<file path="config.mk">
export PLATFORM = sky130hd
export DESIGN_NAME = platform_field
export DESIGN_NICKNAME = d
export VERILOG_FILES = /design/src/rtl/platform_field.sv
export SDC_FILE = /design/constraint.sdc
export NUM_CORES = 1
export LEC_CHECK = 0
export ABC_AREA = 1
export BUFFER_PORTS_ARGS = -buffer_cell sky130_fd_sc_hd__buf_2
export CAP_MARGIN = 20
export CORE_MARGIN = 2
export CORE_UTILIZATION = 59
export CTS_BUF_LIST = sky130_fd_sc_hd__clkbuf_4 sky130_fd_sc_hd__clkbuf_8
export DETAILED_ROUTE_END_ITERATION = 6
export PLACE_DENSITY = 0.84
export SYNTH_ARGS = -nofsm -noshare
export SYNTH_HDL_FRONTEND = slang
export SYNTH_SLANG_ARGS = --single-unit
</file>
<file path="constraint.sdc">
create_clock -name Clk -period 8.6 [get_ports Clk]
set_input_delay 1.29 -clock Clk [delete_from_list [all_inputs] [get_ports Clk]]
set_output_delay 1.29 -clock Clk [all_outputs]
set_load 0.02 [all_outputs]
</file>
<file path="src/rtl/platform_field.sv">
// Platform set for the game field: horizontal bounce, vertical scroll and wrap-to-top respawn.
// Optional randomised respawn X is enabled by defining PLATFORM_LFSR_RESPAWN_EN.
module platform_field #(
    parameter int                   NUM_PLAT   = 8,
    parameter int                   COORD_W    = 10,
    parameter int                   X_MIN      = 80,
    parameter int                   X_MAX      = 239,
    parameter int                   Y_MAX      = 239,
    parameter int                   PLAT_HALF  = 20,
    parameter int                   X_STEP     = 15,
    parameter int                   Y_SPACING  = 30,
    parameter int                   X_SPEED    = 2,
    parameter logic [NUM_PLAT-1:0]  MOVER_MASK = 'hA5,
    parameter logic [15:0]          LFSR_SEED  = 16'hACE1
) (
    input  logic                           Clk,
    input  logic                           Reset,
    input  logic                           frame_clk,
    input  logic                           scroll_valid,
    input  logic [COORD_W-1:0]             scroll_dist,
    output logic                           scroll_ready,
    output logic [NUM_PLAT*COORD_W-1:0]    Platform_X_out,
    output logic [NUM_PLAT*COORD_W-1:0]    Platform_Y_out,
    output logic [NUM_PLAT-1:0]            Platform_dir,
    output logic                           update_busy,
    output logic                           frame_done,
    output logic                           respawn,
    output logic [3:0]                     respawn_idx,
    output logic                           frame_overrun
);

    localparam int IDX_W = (NUM_PLAT > 1) ? $clog2(NUM_PLAT) : 1;
    localparam logic [COORD_W:0] XL_W    = (COORD_W+1)'(X_MIN + PLAT_HALF);
    localparam logic [COORD_W:0] XR_W    = (COORD_W+1)'(X_MAX - PLAT_HALF);
    localparam logic [COORD_W:0] SPEED_W = (COORD_W+1)'(X_SPEED);
    localparam logic [COORD_W:0] YMAX_W  = (COORD_W+1)'(Y_MAX);
    localparam logic [COORD_W:0] YWRAP_W = (COORD_W+1)'(Y_MAX + 1);

    typedef enum logic [1:0] {
        S_IDLE = 2'd0,
        S_PASS = 2'd1,
        S_DONE = 2'd2
    } state_t;

    state_t               state_q, state_d;
    logic [IDX_W-1:0]     idx_q, idx_d;
    logic [COORD_W-1:0]   pending_q, pending_d;
    logic [COORD_W-1:0]   pass_scroll_q, pass_scroll_d;
    logic [COORD_W-1:0]   x_q [NUM_PLAT];
    logic [COORD_W-1:0]   y_q [NUM_PLAT];
    logic [NUM_PLAT-1:0]  dir_q;
    logic                 respawn_q;
    logic [3:0]           respawn_idx_q;

    logic                 frame_meta_q, frame_sync_q, frame_prev_q;
    logic                 frame_tick;
    logic                 last_plat;

    logic [COORD_W-1:0]   cur_x, cur_y, x_new, y_new;
    logic                 cur_dir, dir_new, wrap;
    logic [COORD_W:0]     x_plus, ys, psum;

    // frame_clk is asynchronous: two flops to resynchronise, a third for edge detect.
    always_ff @(posedge Clk) begin
        if (Reset) begin
            frame_meta_q <= 1'b0;
            frame_sync_q <= 1'b0;
            frame_prev_q <= 1'b0;
        end else begin
            frame_meta_q <= frame_clk;
            frame_sync_q <= frame_meta_q;
            frame_prev_q <= frame_sync_q;
        end
    end

    assign frame_tick = frame_sync_q & ~frame_prev_q;
    assign last_plat  = (idx_q == IDX_W'(NUM_PLAT - 1));

    // FSM: state register
    always_ff @(posedge Clk) begin
        if (Reset) begin
            state_q <= S_IDLE;
            idx_q   <= '0;
        end else begin
            state_q <= state_d;
            idx_q   <= idx_d;
        end
    end

    // FSM: next state
    always_comb begin
        state_d = state_q;
        idx_d   = idx_q;
        case (state_q)
            S_IDLE: begin
                if (frame_tick) begin
                    state_d = S_PASS;
                    idx_d   = '0;
                end
            end
            S_PASS: begin
                if (last_plat) begin
                    state_d = S_DONE;
                    idx_d   = '0;
                end else begin
                    idx_d = idx_q + 1'b1;
                end
            end
            S_DONE:  state_d = S_IDLE;
            default: state_d = S_IDLE;
        endcase
    end

    // FSM: outputs
    // Scroll handshake: a beat transfers on a cycle where scroll_valid and scroll_ready
    // are both high; ready only in IDLE and never on the tick cycle, so beats land
    // between passes and the pass always sees a stable pass_scroll.
    always_comb begin
        update_busy   = (state_q != S_IDLE);
        frame_done    = (state_q == S_DONE);
        frame_overrun = frame_tick & (state_q != S_IDLE);
        scroll_ready  = (state_q == S_IDLE) & ~frame_tick;
    end

    // Pending scroll accumulation, saturating at the play-area height.
    always_comb begin
        psum          = {1'b0, pending_q} + {1'b0, scroll_dist};
        pending_d     = pending_q;
        pass_scroll_d = pass_scroll_q;
        if ((state_q == S_IDLE) && frame_tick) begin
            pass_scroll_d = pending_q;
            pending_d     = '0;
        end else if (scroll_valid && scroll_ready) begin
            pending_d = (psum > YMAX_W) ? COORD_W'(Y_MAX) : psum[COORD_W-1:0];
        end
    end

    always_ff @(posedge Clk) begin
        if (Reset) begin
            pending_q     <= '0;
            pass_scroll_q <= '0;
        end else begin
            pending_q     <= pending_d;
            pass_scroll_q <= pass_scroll_d;
        end
    end

`ifdef PLATFORM_LFSR_RESPAWN_EN
    localparam int SPAN = X_MAX - X_MIN - 2 * PLAT_HALF;

    logic [15:0]        lfsr_q;
    logic               lfsr_fb;
    logic [6:0]         lfsr_r, lfsr_r_adj;
    logic [COORD_W-1:0] respawn_x;

    assign lfsr_fb    = lfsr_q[15] ^ lfsr_q[13] ^ lfsr_q[12] ^ lfsr_q[10];
    assign lfsr_r     = lfsr_q[6:0];
    assign lfsr_r_adj = (int'(lfsr_r) > SPAN) ? (lfsr_r - 7'(SPAN)) : lfsr_r;
    assign respawn_x  = COORD_W'(X_MIN + PLAT_HALF) + COORD_W'(lfsr_r_adj);

    always_ff @(posedge Clk) begin
        if (Reset) begin
            lfsr_q <= LFSR_SEED;
        end else begin
            lfsr_q <= {lfsr_q[14:0], lfsr_fb};
        end
    end
`endif

    // Per-platform update for the platform selected by idx_q.
    always_comb begin
        cur_x   = x_q[idx_q];
        cur_y   = y_q[idx_q];
        cur_dir = dir_q[idx_q];
        x_plus  = {1'b0, cur_x} + SPEED_W;
        x_new   = cur_x;
        dir_new = cur_dir;
        if (MOVER_MASK[idx_q]) begin
            if (!cur_dir) begin
                if (x_plus > XR_W) begin
                    x_new   = XR_W[COORD_W-1:0];
                    dir_new = 1'b1;
                end else begin
                    x_new = x_plus[COORD_W-1:0];
                end
            end else begin
                if ({1'b0, cur_x} < (XL_W + SPEED_W)) begin
                    x_new   = XL_W[COORD_W-1:0];
                    dir_new = 1'b0;
                end else begin
                    x_new = cur_x - COORD_W'(X_SPEED);
                end
            end
        end
        ys    = {1'b0, cur_y} + {1'b0, pass_scroll_q};
        wrap  = (ys > YMAX_W);
        y_new = wrap ? COORD_W'(ys - YWRAP_W) : ys[COORD_W-1:0];
`ifdef PLATFORM_LFSR_RESPAWN_EN
        if (wrap) begin
            x_new = respawn_x;
        end
`endif
    end

    always_ff @(posedge Clk) begin
        if (Reset) begin
            for (int i = 0; i < NUM_PLAT; i++) begin
                x_q[i] <= COORD_W'(X_MIN + PLAT_HALF + i * X_STEP);
                y_q[i] <= COORD_W'(Y_MAX - i * Y_SPACING);
            end
            dir_q         <= '0;
            respawn_q     <= 1'b0;
            respawn_idx_q <= '0;
        end else begin
            respawn_q <= 1'b0;
            if (state_q == S_PASS) begin
                x_q[idx_q]   <= x_new;
                y_q[idx_q]   <= y_new;
                dir_q[idx_q] <= dir_new;
                if (wrap) begin
                    respawn_q     <= 1'b1;
                    respawn_idx_q <= 4'(idx_q);
                end
            end
        end
    end

    always_comb begin
        Platform_X_out = '0;
        Platform_Y_out = '0;
        for (int i = 0; i < NUM_PLAT; i++) begin
            Platform_X_out[i*COORD_W +: COORD_W] = x_q[i];
            Platform_Y_out[i*COORD_W +: COORD_W] = y_q[i];
        end
    end

    assign Platform_dir = dir_q;
    assign respawn      = respawn_q;
    assign respawn_idx  = respawn_idx_q;

endmodule

</file>
# Word-level counts from Yosys, hierarchy flattened
# Memory sizes are Yosys's and may differ from the RTL's. A register that Yosys moved wholly into a read port is not among the register bits.
# Index checks and enable logic that the tools add are counted.
# word_totals
register_bits	40
ramBits	160
rom_bits	8
inputBits	14
word_cells	89
mem_count	3
# classes
n_addsub	6
order_cmp	6
n_eq_ne	5
mux	40
n_bitwise	6
n_reduce_logical	13
# memory_table
name	words	width	read_ports	rd_clocked_by_memory_dff	write_ports	line	source
x_q	8	10	9	1	8	49	logic [COORD_W-1:0] x_q [NUM_PLAT];
y_q	8	10	9	1	8	50	logic [COORD_W-1:0] y_q [NUM_PLAT];
(no name shown)	8	1	1	1	0	178	if (MOVER_MASK[idx_q]) begin
# op_table
cell	n
10-bit 2-to-1 mux	8
11-bit by 8-bit greater-than comparator with 1-bit output, second input constant	3
3-bit 2-to-1 mux	10
10-bit by 10-bit adder with 11-bit output	2
10-bit OR reduction	2
1-bit 2-to-1 mux	15
10-bit by 2-bit adder with 11-bit output, second input constant	1
10-bit by 7-bit less-than comparator with 1-bit output, second input constant	1
10-bit by 2-bit subtractor with 10-bit output, second input constant	1
10-bit by 8-bit subtractor with 10-bit output, second input constant	1
8-bit bitwise mux	1
3-bit one-hot mux with 2 select lines	1
2-bit AND reduction	3
3-bit by 4-bit less-than comparator with 1-bit output, second input constant	1
2-bit 2-to-1 mux	2
2-bit inequality test, second input constant	2
2-bit one-hot mux with 2 select lines	1
2-bit nonzero test	2
2-bit OR reduction	2
3-bit by 1-bit adder with 3-bit output, second input constant	1
1-bit AND	3
1-bit binary-select mux with 3-bit select	1
1-bit demux with 3-bit select	1
3-bit equality test, second input constant	1
6 further kinds	10

# Longest topological paths before layout
# depth
word_depth	6
ltp_mapped	27
mapped_depth_nobuf	22

# Least setup slack after synthesis
# Ideal clock, no wire load.
# synth_timing
path_kind	reg-to-reg
from	register (tool-made name)
to	memory y_q[0][6] (data pin)
setup_time_ps	271
arrival_time_ps	3270
required_time_ps	8329
slack_ps	5059
stages_incl_launch_ff	22
path_buffers	5
period_less_slack_ps	3541
cell_sequence	dfxtp_1 > buf_6 > inv_2 > buf_4 > buf_4 > clkbuf_1 > o21ai_0 > o22ai_1 > nor2_1 > a31oi_1 > ha_1 > fa_1 > nand3_1 > nand2_1 > nand4_1 > nand2_1 > xnor2_1 > nor3b_2 > nand3_2 > buf_6 > nand2_2 > nand3_1
# synth_rtl
item	line
to (decl)	50

==> impl_metrics.yaml <==
status:
  status: "completed"
drt:
  wl_mm: 33.7
  route.detailed.drc: 0
  drt_pass1_iterations: 7
  ant_nets: 0
  via_per_inst: 5.86
  wl_met3_mm: 4.66
  maxUsedRoutingLayer: "met4"
  met1_length_mm: 12.5
  drt_iter0_markers: 1239
  routedWlPerCell_um: 19.7
  vias: 10000
  wl_met2_mm: 15.1
pwr:
  finalPower_mw: 2.52
  power_density_nw_per_um2: 198
  p_leak_nw: 5.59
  ir_worst_vdd_uv: 203
clock_tree:
  cts_root_buf: "clkbuf_8"
  clk_latency_ns: 0.56
  cts.sinks: 204
  clk_path_buf_depth: 3
  clkTransAtPathRegs_ns: 0.06
  cts-htree-levels: 2
  cts_tree: "yes"
  post_cts_resized: 0
  numCtsBuffers: 35
  hold_buffers: 0
  post_cts_buffers: 0
die:
  fp-row-count: 49
  dieArea_um2: 19500
  fp.dieH_um: 140
  core_area_um2: 18000
  start_util_pct: 60.2
  dieWidth_um: 140
  io_pins: 191
final_layout:
  postLayoutCoreUtil_pct: 70.4
  ff_latch_area_um2: 5690
  drive_gt1_share_pct: 21.8
  syn_to_final_growth_pct: 17.1
  nNetsFinal: 1500
  instances_no_fill: 1714
  fillers: 1368
  final_common_cell: "nand2_1"
  mostFrequentLayoutCells: "nand2_1 (277), nor2_1 (210), buf_2 (189)"
  antenna_cells: 0
  multi_input_area_um2: 4370
  final_area_um2: 12700
sta:
  worstMarginPinSlew_ns: 0.987
  fin_crit_ns: 4.69
  setup_viol: 0
  fmax_mhz: 213
  post-route-period-util_pct: 54.5
  hold_violations: 0
  rsz0062_at_grt: "false"
  tns_ns: 0
  slew_headroom_pct: 34.0
  drv_slew: 0
  skew_ns: 0.0373
placement:
  place_hpwl_mm: 22.9
  dpl-instance-area_um2: 11900
  post-place-cells: 1648
  io_buffers: 189
  gp_congestion: 1.01
hold_path:
  min_path_type: "reg -> reg"
  hold_path_depth: 2
synthesis:
  synth_top_flop_cell: "edfxtp_1"
  synth_cell_types: 48
  avgSynthCellArea_um2: 8.53
  yosysSeqAreaShare_pct: 52.4
  yosysWarnings: 0
  ys_ff_latch: 204
  syn-num-nets: 1314
  syn_inst: 1272
  ys_async_sr_fraction_pct: 0
  synth-edff-count: 160
  synth.cell_area_um2: 10800
grt:
  overflow: 0
  grt_pass1_wl_mm: 51.7
  antenna_found_initial: 0
  grt_pass1_vias: 9469
  grt_max_degree: 87
  groute.usage.overall_pct: 34.1
setup_path:
  worstSetupEndpointType: "flop"
  critPathKind: "reg -> reg"
  r2r_cells: 16
  cp.arrival_ns: 4.95
  cp-start-kind: "flop"
  worst-path-max-fanout: 27
  critPathRequiredTime_ns: 8.86
flow_run:
  max-cap-violations: 0
==> through the flow <==
| stage | hold slack (ns) | setup slack (ns) |
|---|---|---|
| 6_report | 0.412 | 3.91 |
| 2_1_floorplan | 0.388 | 5.06 |
| 3_5_place_dp | 0.404 | 4.09 |
| 5_1_grt | 0.424 | 3.70 |
| 3_3_place_gp | 0.395 | 4.28 |
| 4_1_cts | 0.413 | 4.10 |
==> path summary, 6_finish.rpt <==
| kind | from | to | slack, ns |
|---|---|---|---|
| max | flop | y_q[3][5] | 3.91 |
| min | frame_meta_q | frame_sync_q | 0.41 |
| max reg2reg | flop | y_q[3][5] | 3.91 |
| min reg2reg | frame_meta_q | frame_sync_q | 0.41 |
==> synth_stat cells (all sizes together) (2+ instances only) <==
library cell	count	area share (%)
a21boi	2	0.17
buf	23	1.5
ha	26	3.0
clkbuf	29	1.0
o21bai	3	0.21
a32o	2	0.18
xnor2	7	0.57
nor3	7	0.37
o22ai	11	0.63
xor2	12	1.0
a31oi	13	0.75
nand2	300	11
a22oi	2	0.23
o21ai	84	4.1
nand4	9	0.52
nand3	107	5.3
dfxtp	44	8.1
nor2	226	8.3
edfxtp	160	44
or2	2	0.12
a21oi	55	2.6
clkinv	8	0.28
inv	130	4.5
fa	2	0.37
==> sequential cells by signal (all words and copies together) (netlist names), 2 cells and up, named ones only <==
register	flops
Platform_dir	8
pending_q	10
x_q	80
respawn_idx	3
idx_q	3
pass_scroll_q	10
y_q	80
state_q	2
==> report_power, final <==
group / total, mW / leakage (nW) / switching [mW] / internal, mW
sequential: 1.11 / 1.76 / 0.0218 / 1.09
clock: 0.916 / 0.371 / 0.420 / 0.496
combinational: 0.492 / 3.46 / 0.359 / 0.132
total: 2.52 / 5.59 / 0.801 / 1.72
==> critical path, cell delays in order, from the launching register on <==
cell and delay (ns):
dfxtp_1 0.67, clkinv_1 0.44, buf_4 0.36, nor2_1 0.14, a31oi_1 0.06, ha_1 0.26
fa_1 0.41, xnor2_1 0.62, nor3_1 0.16, nand2_1 0.11, nand2_1 0.05, nand2_1 0.05
nor2_1 0.04, nand2_1 0.12, nand3_2 0.32, o21ai_2 0.49, nor2_1 0.09
==> final cells by class <==
type,count,share of cell area (%)
tap,229,2.26
sequential,204,44.8
clock inverter,19,1.17
clock buffer,45,4.44
timing repair buffer,201,8.79
inverter,138,4.08
multi-input combinational,878,34.5
==> logic make-up (layout without fill, tap and decap cells) <==
family	after synthesis	after routing	share of synthesized area, %
simple gates	653	653	26.1
other cells	1	1	0.0346
xor+xnor	19	19	1.60
flops	204	204	52.4
fa+ha+maj	28	28	3.37
buf+inv	190	403	7.23
compound gates	177	177	9.24
==> metal layers <==
layer	GRT usage, %	vias up
met5	0	-
met4	14.9	0
met3	8.02	126
met2	52.9	773
met1	46.4	4564
li1	-	4581
No activity file was read; power rests on OpenSTA's default activity.
